===== src/rtl/control_word_profiler_pkg.sv =====
// Control word field positions, class codes and class patterns for the control word profiler.
// Shared by the profiler top and its counter sub-module.
package control_word_profiler_pkg;

    typedef enum logic [3:0] {
        CLS_NOP     = 4'd0,
        CLS_RTYPE   = 4'd1,
        CLS_LOAD    = 4'd2,
        CLS_STORE   = 4'd3,
        CLS_IMM     = 4'd4,
        CLS_SETI    = 4'd5,
        CLS_JUMP    = 4'd6,
        CLS_BRANCH  = 4'd7,
        CLS_ILLEGAL = 4'd15
    } cls_e;

    localparam int BIT_EXC = 3;

    localparam logic [10:0] PAT_NOP      = 11'h000;
    localparam logic [10:0] PAT_RTYPE    = 11'h023;
    localparam logic [10:0] PAT_LOAD     = 11'h146;
    localparam logic [10:0] PAT_STORE    = 11'h084;
    localparam logic [10:0] PAT_IMM      = 11'h037;
    localparam logic [10:0] PAT_SETI     = 11'h007;
    localparam logic [10:0] PAT_JUMP     = 11'h400;
    localparam logic [10:0] PAT_BRANCH   = 11'h210;
    // SETI and JUMP do not care about the ALUop field
    localparam logic [10:0] MSK_ALUOP_DC = 11'h7CF;

    localparam int NUM_CNT     = 10;
    localparam int IDX_ILLEGAL = 8;
    localparam int IDX_TOTAL   = 9;

endpackage


===== src/rtl/control_word_profiler_sat_counter.sv =====
// Saturating event counter: increments on inc, holds at all-ones, synchronous clear.
module control_word_profiler_sat_counter #(
    parameter int CNT_W = 32
) (
    input  logic             clk,
    input  logic             rst,
    input  logic             inc,
    input  logic             clr,
    output logic [CNT_W-1:0] count
);

    always_ff @(posedge clk or posedge rst) begin
        if (rst) begin
            count <= '0;
        end else if (clr) begin
            count <= '0;
        end else if (inc && (count != {CNT_W{1'b1}})) begin
            count <= count + {{(CNT_W-1){1'b0}}, 1'b1};
        end
    end

endmodule


===== src/rtl/control_word_profiler.sv =====
// Debug monitor that classifies sampled control words and keeps per-class saturating counters.
// Define CTRL_PROF_CAPTURE_EN to capture the first illegal control word into illegal_cw.
module control_word_profiler
    import control_word_profiler_pkg::*;
#(
    parameter int CNT_W = 32,
    parameter int CW_W  = 11
) (
    input  logic             clk,
    input  logic             rst,
    input  logic             cw_valid,
    input  logic [CW_W-1:0]  control_signal,
    input  logic             clr,
    input  logic [3:0]       rd_sel,
    output logic [CNT_W-1:0] rd_data,
    output logic [3:0]       class_out,
    output logic             class_valid,
    output logic             illegal_sticky,
    output logic [CW_W-1:0]  illegal_cw
);

    function automatic cls_e encode(input logic [CW_W-1:0] cw);
        if (cw[BIT_EXC])                          return CLS_ILLEGAL;
        if (cw == PAT_NOP)                        return CLS_NOP;
        if (cw == PAT_RTYPE)                      return CLS_RTYPE;
        if (cw == PAT_LOAD)                       return CLS_LOAD;
        if (cw == PAT_STORE)                      return CLS_STORE;
        if (cw == PAT_IMM)                        return CLS_IMM;
        if ((cw & MSK_ALUOP_DC) == PAT_SETI)      return CLS_SETI;
        if ((cw & MSK_ALUOP_DC) == PAT_JUMP)      return CLS_JUMP;
        if (cw == PAT_BRANCH)                     return CLS_BRANCH;
        return CLS_ILLEGAL;
    endfunction

    cls_e             cls;
    logic [3:0]       cidx;
    logic             sample;
    logic [CNT_W-1:0] cnt [NUM_CNT];
    logic [CNT_W-1:0] rd_next;

    assign cls    = encode(control_signal);
    assign cidx   = (cls == CLS_ILLEGAL) ? 4'(IDX_ILLEGAL) : {1'b0, cls[2:0]};
    // clr wins over a coincident sample, so nothing is counted on a clearing edge
    assign sample = cw_valid && !clr;

    for (genvar i = 0; i < NUM_CNT; i++) begin : g_cnt
        logic inc;
        assign inc = sample && ((i == IDX_TOTAL) || (cidx == 4'(i)));

        control_word_profiler_sat_counter #(.CNT_W(CNT_W)) u_cnt (
            .clk   (clk),
            .rst   (rst),
            .inc   (inc),
            .clr   (clr),
            .count (cnt[i])
        );
    end

    always_comb begin
        rd_next = '0;
        for (int i = 0; i < NUM_CNT; i++) begin
            if (rd_sel == 4'(i)) rd_next = cnt[i];
        end
    end

    always_ff @(posedge clk or posedge rst) begin
        if (rst) begin
            rd_data        <= '0;
            class_out      <= '0;
            class_valid    <= 1'b0;
            illegal_sticky <= 1'b0;
        end else begin
            rd_data <= rd_next;
            if (clr) begin
                class_out      <= '0;
                class_valid    <= 1'b0;
                illegal_sticky <= 1'b0;
            end else begin
                class_valid <= cw_valid;
                if (cw_valid) begin
                    class_out <= cls;
                    if (cls == CLS_ILLEGAL) illegal_sticky <= 1'b1;
                end
            end
        end
    end

`ifdef CTRL_PROF_CAPTURE_EN
    // illegal_sticky doubles as the "already captured" flag
    always_ff @(posedge clk or posedge rst) begin
        if (rst) begin
            illegal_cw <= '0;
        end else if (clr) begin
            illegal_cw <= '0;
        end else if (cw_valid && (cls == CLS_ILLEGAL) && !illegal_sticky) begin
            illegal_cw <= control_signal;
        end
    end
`else
    assign illegal_cw = '0;
`endif

endmodule


===== config.mk =====
export PLATFORM = sky130hd
export DESIGN_NAME = control_word_profiler
export DESIGN_NICKNAME = d
export VERILOG_FILES = /design/src/rtl/control_word_profiler_pkg.sv /design/src/rtl/control_word_profiler_sat_counter.sv /design/src/rtl/control_word_profiler.sv
export SDC_FILE = /design/constraint.sdc
export NUM_CORES = 1
export LEC_CHECK = 0
export ABC_AREA = 1
export BUFFER_PORTS_ARGS = -buffer_cell sky130_fd_sc_hd__buf_2
export CAP_MARGIN = 20
export CORE_MARGIN = 2
export CORE_UTILIZATION = 25
export DETAILED_ROUTE_END_ITERATION = 10
export GPL_ROUTABILITY_DRIVEN = 0
export MAX_ROUTING_LAYER = met4
export PLACE_DENSITY = 0.46
export SYNTH_ARGS = -nofsm -noshare
export SYNTH_HDL_FRONTEND = slang
export SYNTH_HIERARCHICAL = 1
export SYNTH_SLANG_ARGS = --single-unit

===== constraint.sdc =====
create_clock -name clk -period 5.2 [get_ports clk]
set_clock_uncertainty 0.2 [all_clocks]
set_input_delay 0.26 -clock clk [delete_from_list [all_inputs] [get_ports clk]]
set_output_delay 0.26 -clock clk [all_outputs]
set_load 0.02 [all_outputs]

==> impl_metrics.toml, run 1 <==
[status]
status = "completed"

[yosys]
synth_area_leaders = "dfrtp_1, nand2_1, nor2_1, nand3_1, inv_1"
seq_area_frac_synth_pct = 33.5
yosysWarnings = 6
synth_cells = 4342
syn_area_mm2 = 0.0267
ys_ff_latch = 358
yosysTopAreaCell = "dfrtp_1"
synth_top_area_share_pct = 33.5
syn_avg_cell_area_um2 = 6.16
synth_cell_types = 36

[clock_tree]
cts_tree = "done"
clockBufferDepth = 3
clk_latency_ns = 0.67
cts_resized = 0
post_cts.repair.setup_buffers = 0
htreeDepth = 2
cts.sinks = 358
root_buffer = "clkbuf_16"
path_clk_slew_ns = 0.06
cts-buffers-inserted = 51

[finish]
fillers = 11900
regArea_mm2 = 0.00896
multi_input_area_mm2 = 0.0154
synthToLayoutAreaGrowth_pct = 12.8
fin_util_pct = 28.5
layout.cells.non_filler = 5812
final_nets = 4408
drive_gt1_share_pct = 8.57

[timing]
drv_slew = 0
fin_crit_sh_pct = 57.6
worstMarginPinSlew_ns = 1.16
fmax_mhz = 334
relSlewSlack_pct = 22.3
hold_viol = 0
tns_ns = 0
setup_viol = 0
rsz0062_at_grt = "false"
fin_ws_ns = 2.20
hold_slack_ns = 0.0298
min_period_ns = 3.00

[placement]
place_hpwl_mm = 75.6
dp_slack_ns = 1.90
place_inst = 5712
io_buffer_count = 56

[route]
first_pass_iters = 6
drt_iter0_markers = 2230
ant_nets = 0
vias_per_cell = 4.70
vias = 27300
wirelength_mm = 101
drc_errors = 0
wl_per_cell_um = 17.4

[setup_path]
end_kind = "register"
critical_path_class = "input pin to register"
required_ns = 5.52
critPathMaxFanout = 27
start_kind = "input pin"
cp_data_arrival_time_ns = 3.32

[global_route]
grt_pass1_wl_mm = 154
grt_max_degree = 40
antenna_found_initial = 3
grt_pass1_vias = 25100
gr-total-overflow = 0
grt_use_total_pct = 18.8

[worst_hold_path]
hold_path_class = "input pin to register"

[power_and_ir_drop]
p_leak_nw = 13.6
ir_drop_uv = 252
powerDensity_mw_per_mm2 = 226

[floorplan]
ios = 68
fp.dieArea_mm2 = 0.110
fp.dieW_um = 331
start_util_pct = 25.3
die_h_um = 331
coreArea_mm2 = 0.106
row_count = 119

[run]
maxCapViolCount = 0
## kinds of logic (layout without fill, tap and decap cells)
group / count (synthesis) / in the layout / share of synthesized area [%]
XOR/XNOR: 40 / 40 / 1.31
AO/OA/AOI/OAI: 231 / 231 / 4.94
buffers and inverters: 579 / 647 / 9.24
AND/OR/NAND/NOR: 3123 / 3123 / 50.5
flip-flops: 358 / 358 / 33.5
adder cells (fa/ha/maj): 10 / 10 / 0.468
other: 1 / 12 / 0.0140
## through the flow
stage / power, W / cell area (µm²)
finish: 0.00681 / 30200
global route: 0.00706 / 30200
CTS: 0.00692 / 30100
detailed placement: 0.00317 / 28400
global placement: 0.00318 / 28400
floorplan: 0.00307 / 26800
## cell type report
cell class / count / area share [%]
inverter: 453 / 5.64
clock inverter: 29 / 1.19
clock buffer: 65 / 4.57
tap: 1391 / 5.77
timing repair buffer: 100 / 2.18
multi-input combinational: 3415 / 50.9
sequential: 358 / 29.7
antenna: 1 / 0.00830
## cell usage in the layout, fill, tap and decap left out, drive strengths merged, types with 27 or more instances in the layout
master,n
o21ai,176
nand3,391
nor2,761
a21oi,34
clkinv,27
inv,445
dfrtp,358
clkbuf,65
buf,97
nand2,1743
xor2,30
nand4,161
## flip-flops by register name (all words and copies together) (netlist names)
| name | cells |
|---|---|
| class_valid | 1 |
| illegal_sticky | 1 |
| g_cnt.u_cnt/count | 320 |
| class_out | 4 |
| rd_data | 32 |
## critical path, cell delays in order
cell           delay, ns
dlygate4sd3_1       0.54
buf_4               0.26
nor2_1              0.16
buf_4               0.19
nand2_1             0.08
nor3_1              0.88
nand2_4             0.20
nand2_4             0.28
inv_2               0.24
nand2_1             0.11
nand2_1             0.06
## final timing paths
kind,from,to,slack [ns],cells past startpoint
min in group asynchronous,rst,g_cnt[5].u_cnt/count[4],0.36,3
min reg2reg,class_out[2],class_out[2],0.30,2
max,clr,g_cnt[2].u_cnt/count[24],2.20,11
max reg2reg,g_cnt[9].u_cnt/count[1],g_cnt[9].u_cnt/count[11],2.66,11
min,control_signal[4],class_out[2],0.03,7
max in group asynchronous,rst,g_cnt[7].u_cnt/count[9],3.60,4
## cell usage after synthesis
cell,instances
o21ai_1,10
o21ai_2,30
nor3_2,2
and2_1,20
nand2_2,31
nor3b_1,1
nor2_4,11
buf_4,11
nor2_2,44
o21bai_1,20
clkinv_1,10
inv_2,15
ha_1,10
xor2_1,30
dfrtp_1,358
nand2_1,1672
clkbuf_1,40
or2_2,10
o21ai_0,136
nand4_1,161
nor3_1,23
buf_1,1
a21oi_1,34
buf_6,10
conb_1,1
nand3_1,391
or2_0,1
nor2_1,696
buf_2,54
nand3b_1,10
nor2_8,10
o22ai_1,1
xnor2_1,10
buf_8,10
nand2_4,40
inv_1,428
## power breakdown
| part | switching [W] | total (W) | leakage (nW) | internal (W) |
|---|---|---|---|---|
| clock | 0.00154 | 0.00369 | 0.843 | 0.00215 |
| sequential | 0.00000409 | 0.00280 | 4.99 | 0.00279 |
| combinational | 0.000276 | 0.000326 | 7.75 | 0.0000493 |
## layer usage
metal	up-vias	part of all wire [%]	track usage (%)
met3	112	6.3	3.34
met5	-	0	-
met4	0	2.9	5.50
met2	666	43	27.8
li1	13700	-	-
met1	12900	48	26.2
## timing repair
action / CTS / global route
hold endpoints to repair: 326 / 0
hold buffers: 3 / 0
setup endpoints to repair: 0 / 0
Power figures use the tool's default switching activity.
==> inputs of run 2 (changes only) <==
ABC_AREA = 0   (was 1)
clock period = 3.1 ns   (was 5.2 ns; I/O delays follow)
==> run 2 against run 1 <==
Effect of this change:
- synthesized cell count decreased by 45%
- sequential power increased by 69%
- worst hold slack got worse by 0.018 ns
- combinational power increased by 94%
- setup slack got worse by 2.0 ns
- clock-buffer cell count decreased by 6
- wire length decreased by 22%
- register-to-register slack got worse by 2.5 ns
- sequential share of layout area increased by 4.4 points
- utilization increased by 1.6 points
- area after synthesis decreased by 18%
- total power increased by 63%
==> impl_metrics.toml, run 2 <==
[clock_tree]
root_buffer = "clkbuf_16"
path_clk_slew_ns = 0.06
htreeDepth = 2
clk_latency_ns = 0.60
cts_tree = "done"
clockBufferDepth = 3
cts.sinks = 358
cts-buffers-inserted = 45

[finish]
layout.cells.non_filler = 3771
fillers = 9127
final_cell_mix = "dfrtp_1, a21oi_1, buf_4, o21ai_0, o31ai_1"
top_regs = "g_cnt.u_cnt/count x320, rd_data x32, class_out x4"
fin_util_pct = 30.2
top_register = "g_cnt.u_cnt/count"
layout_commonest_cell = "dfrtp_1"
final_nets = 2606
drive_gt1_share_pct = 16.9
largest_reg_flops = 320
final_cell_area_mm2 = 0.0262
synthToLayoutAreaGrowth_pct = 19.3

[route]
ant_nets = 0
drt_iter0_markers = 1772
first_pass_iters = 5
vias_per_cell = 5.52
vias = 20800
drc_errors = 0
wl_per_cell_um = 20.9
wirelength_mm = 79.0

[yosys]
synth_edf_count = 0
synth_cells = 2390
syn_area_mm2 = 0.0220
synth_area_leaders = "dfrtp_1, a21oi_1, o31ai_1, or4_1, o21ai_0"
syn_avg_cell_area_um2 = 9.20
ys_top_cells_by_count = "dfrtp_1, a21oi_1, o21ai_0"
yosysTopAreaCell = "dfrtp_1"
ys_async_sr_fraction_pct = 100
synthFlopType = "dfrtp_1"
yosysMostFrequentCell = "dfrtp_1"
seq_area_frac_synth_pct = 40.7
ys_ff_latch = 358
synth_top_area_share_pct = 40.7
synth_cell_types = 81
yosysWarnings = 6

[status]
status = "completed"

[power_and_ir_drop]
p_leak_nw = 9.81
ir_drop_uv = 361
finalPower_w = 0.0111
powerDensity_mw_per_mm2 = 423

[floorplan]
row_count = 108
die_h_um = 301
start_util_pct = 25.3
fp.dieArea_mm2 = 0.0903
coreArea_mm2 = 0.0870
ios = 68
fp.dieW_um = 301

[run]
maxCapViolCount = 0

[timing]
relSlewSlack_pct = 21.2
fin_crit_sh_pct = 93.6
rsz0062_at_grt = "false"
hold_viol = 0
setup_viol = 0
fmax_mhz = 345
worstMarginPinSlew_ns = 1.17
drv_slew = 0
min_period_ns = 2.90

[global_route]
grt_use_total_pct = 17.6
grt_pass1_wl_mm = 120
grt_max_degree = 175
antenna_found_initial = 4
grt_pass1_vias = 19600
gr-total-overflow = 0

[placement]
place_inst = 3672
place_hpwl_mm = 58.1
io_buffer_count = 56
postPlaceCellArea_mm2 = 0.0245

[setup_path]
end_kind = "register"
reg2reg_slack_ns = 0.20
critPathMaxFanout = 8
start_kind = "register"
required_ns = 3.39
cp_data_arrival_time_ns = 3.19
critical_path_class = "register to register"

[worst_hold_path]
hold_path_class = "input pin to asynchronous set/reset pin"
## run 2: cell types whose count changed after synthesis, moves of 144 or more
cell     delta
nand2_1  -1556
nand3_1   -288
inv_1     -338
a21oi_1   +295
nor2_1    -606
o31ai_1   +144
## run 2: power by group
| part | leakage [nW] | internal (W) | switching [W] |
|---|---|---|---|
| clock network | 0.769 | 0.00347 | 0.00226 |
| registers | 4.98 | 0.00470 | 0.0000209 |
| logic | 4.06 | 0.000156 | 0.000478 |
| total | 9.81 | 0.00833 | 0.00276 |
## run 2: final timing paths
check / cells past startpoint / endpoint / startpoint
max in group asynchronous: 4 / g_cnt[1].u_cnt/count[28] / rst
max: 6 / g_cnt[0].u_cnt/count[11] / g_cnt[0].u_cnt/count[0]
min reg2reg: 1 / class_out[0] / class_out[0]
max reg2reg: 6 / g_cnt[0].u_cnt/count[11] / g_cnt[0].u_cnt/count[0]
min in group clk: 6 / class_out[2] / control_signal[3]
min: 3 / g_cnt[5].u_cnt/count[25] / rst
## run 2: area by class of cell
| class | count | area, µm² | area share [%] |
|---|---|---|---|
| Tap cell | 1155 | 1450 | 5.51 |
| Clock buffer | 59 | 1230 | 4.68 |
| Multi-Input combinational cell | 1823 | 12000 | 45.9 |
| Inverter | 91 | 342 | 1.30 |
| Clock inverter | 24 | 360 | 1.37 |
| Antenna cell | 3 | 7.51 | 0.0286 |
| Sequential cell | 358 | 8960 | 34.1 |
| Timing Repair Buffer | 258 | 1850 | 7.07 |
## run 2: metrics by stage
stage          hold slack [ns]  worst slack (ns)  setup TNS, ns
4_1_cts                 0.0184            0.0574              0
3_5_place_dp            0.0906            -0.327          -9.29
2_1_floorplan           0.0181             0.129              0
5_1_grt                 0.0368           0.00316              0
3_3_place_gp            0.0987            -0.222          -4.77
6_report                0.0123             0.198              0
## run 2: kinds of logic after synthesis
| group | synth area share (%) |
|---|---|
| AO/OA/AOI/OAI | 23.7 |
| buffers and inverters | 4.86 |
| adder cells (fa/ha/maj) | 0.569 |
| multiplexers | 4.37 |
| other | 0.0171 |
| AND/OR/NAND/NOR | 24.1 |
| XOR/XNOR | 1.63 |
| flip-flops | 40.7 |
## run 2: what timing repair did
action	in CTS	in global routing
setup buffers	0	1
endpoints found under the hold margin	324	0
endpoints found under the setup margin	0	20
resized for setup	0	6
hold buffers	5	0
## run 2: layer usage
metal	vias to the layer above	routed length (µm)	global-route usage, %
met5	-	0	-
met4	0	3180	6.75
li1	9728	-	-
met1	10300	36000	24.2
met3	127	4940	2.78
met2	630	34800	25.8
## run 2: worst max-delay path: stages (launching register included)
cell and delay [ns]:
dfrtp_1 0.47, ha_1 0.24, nand2_1 0.13, or4_4 0.48, o41ai_1 0.91, o21ai_0 0.20
a21oi_1 0.20
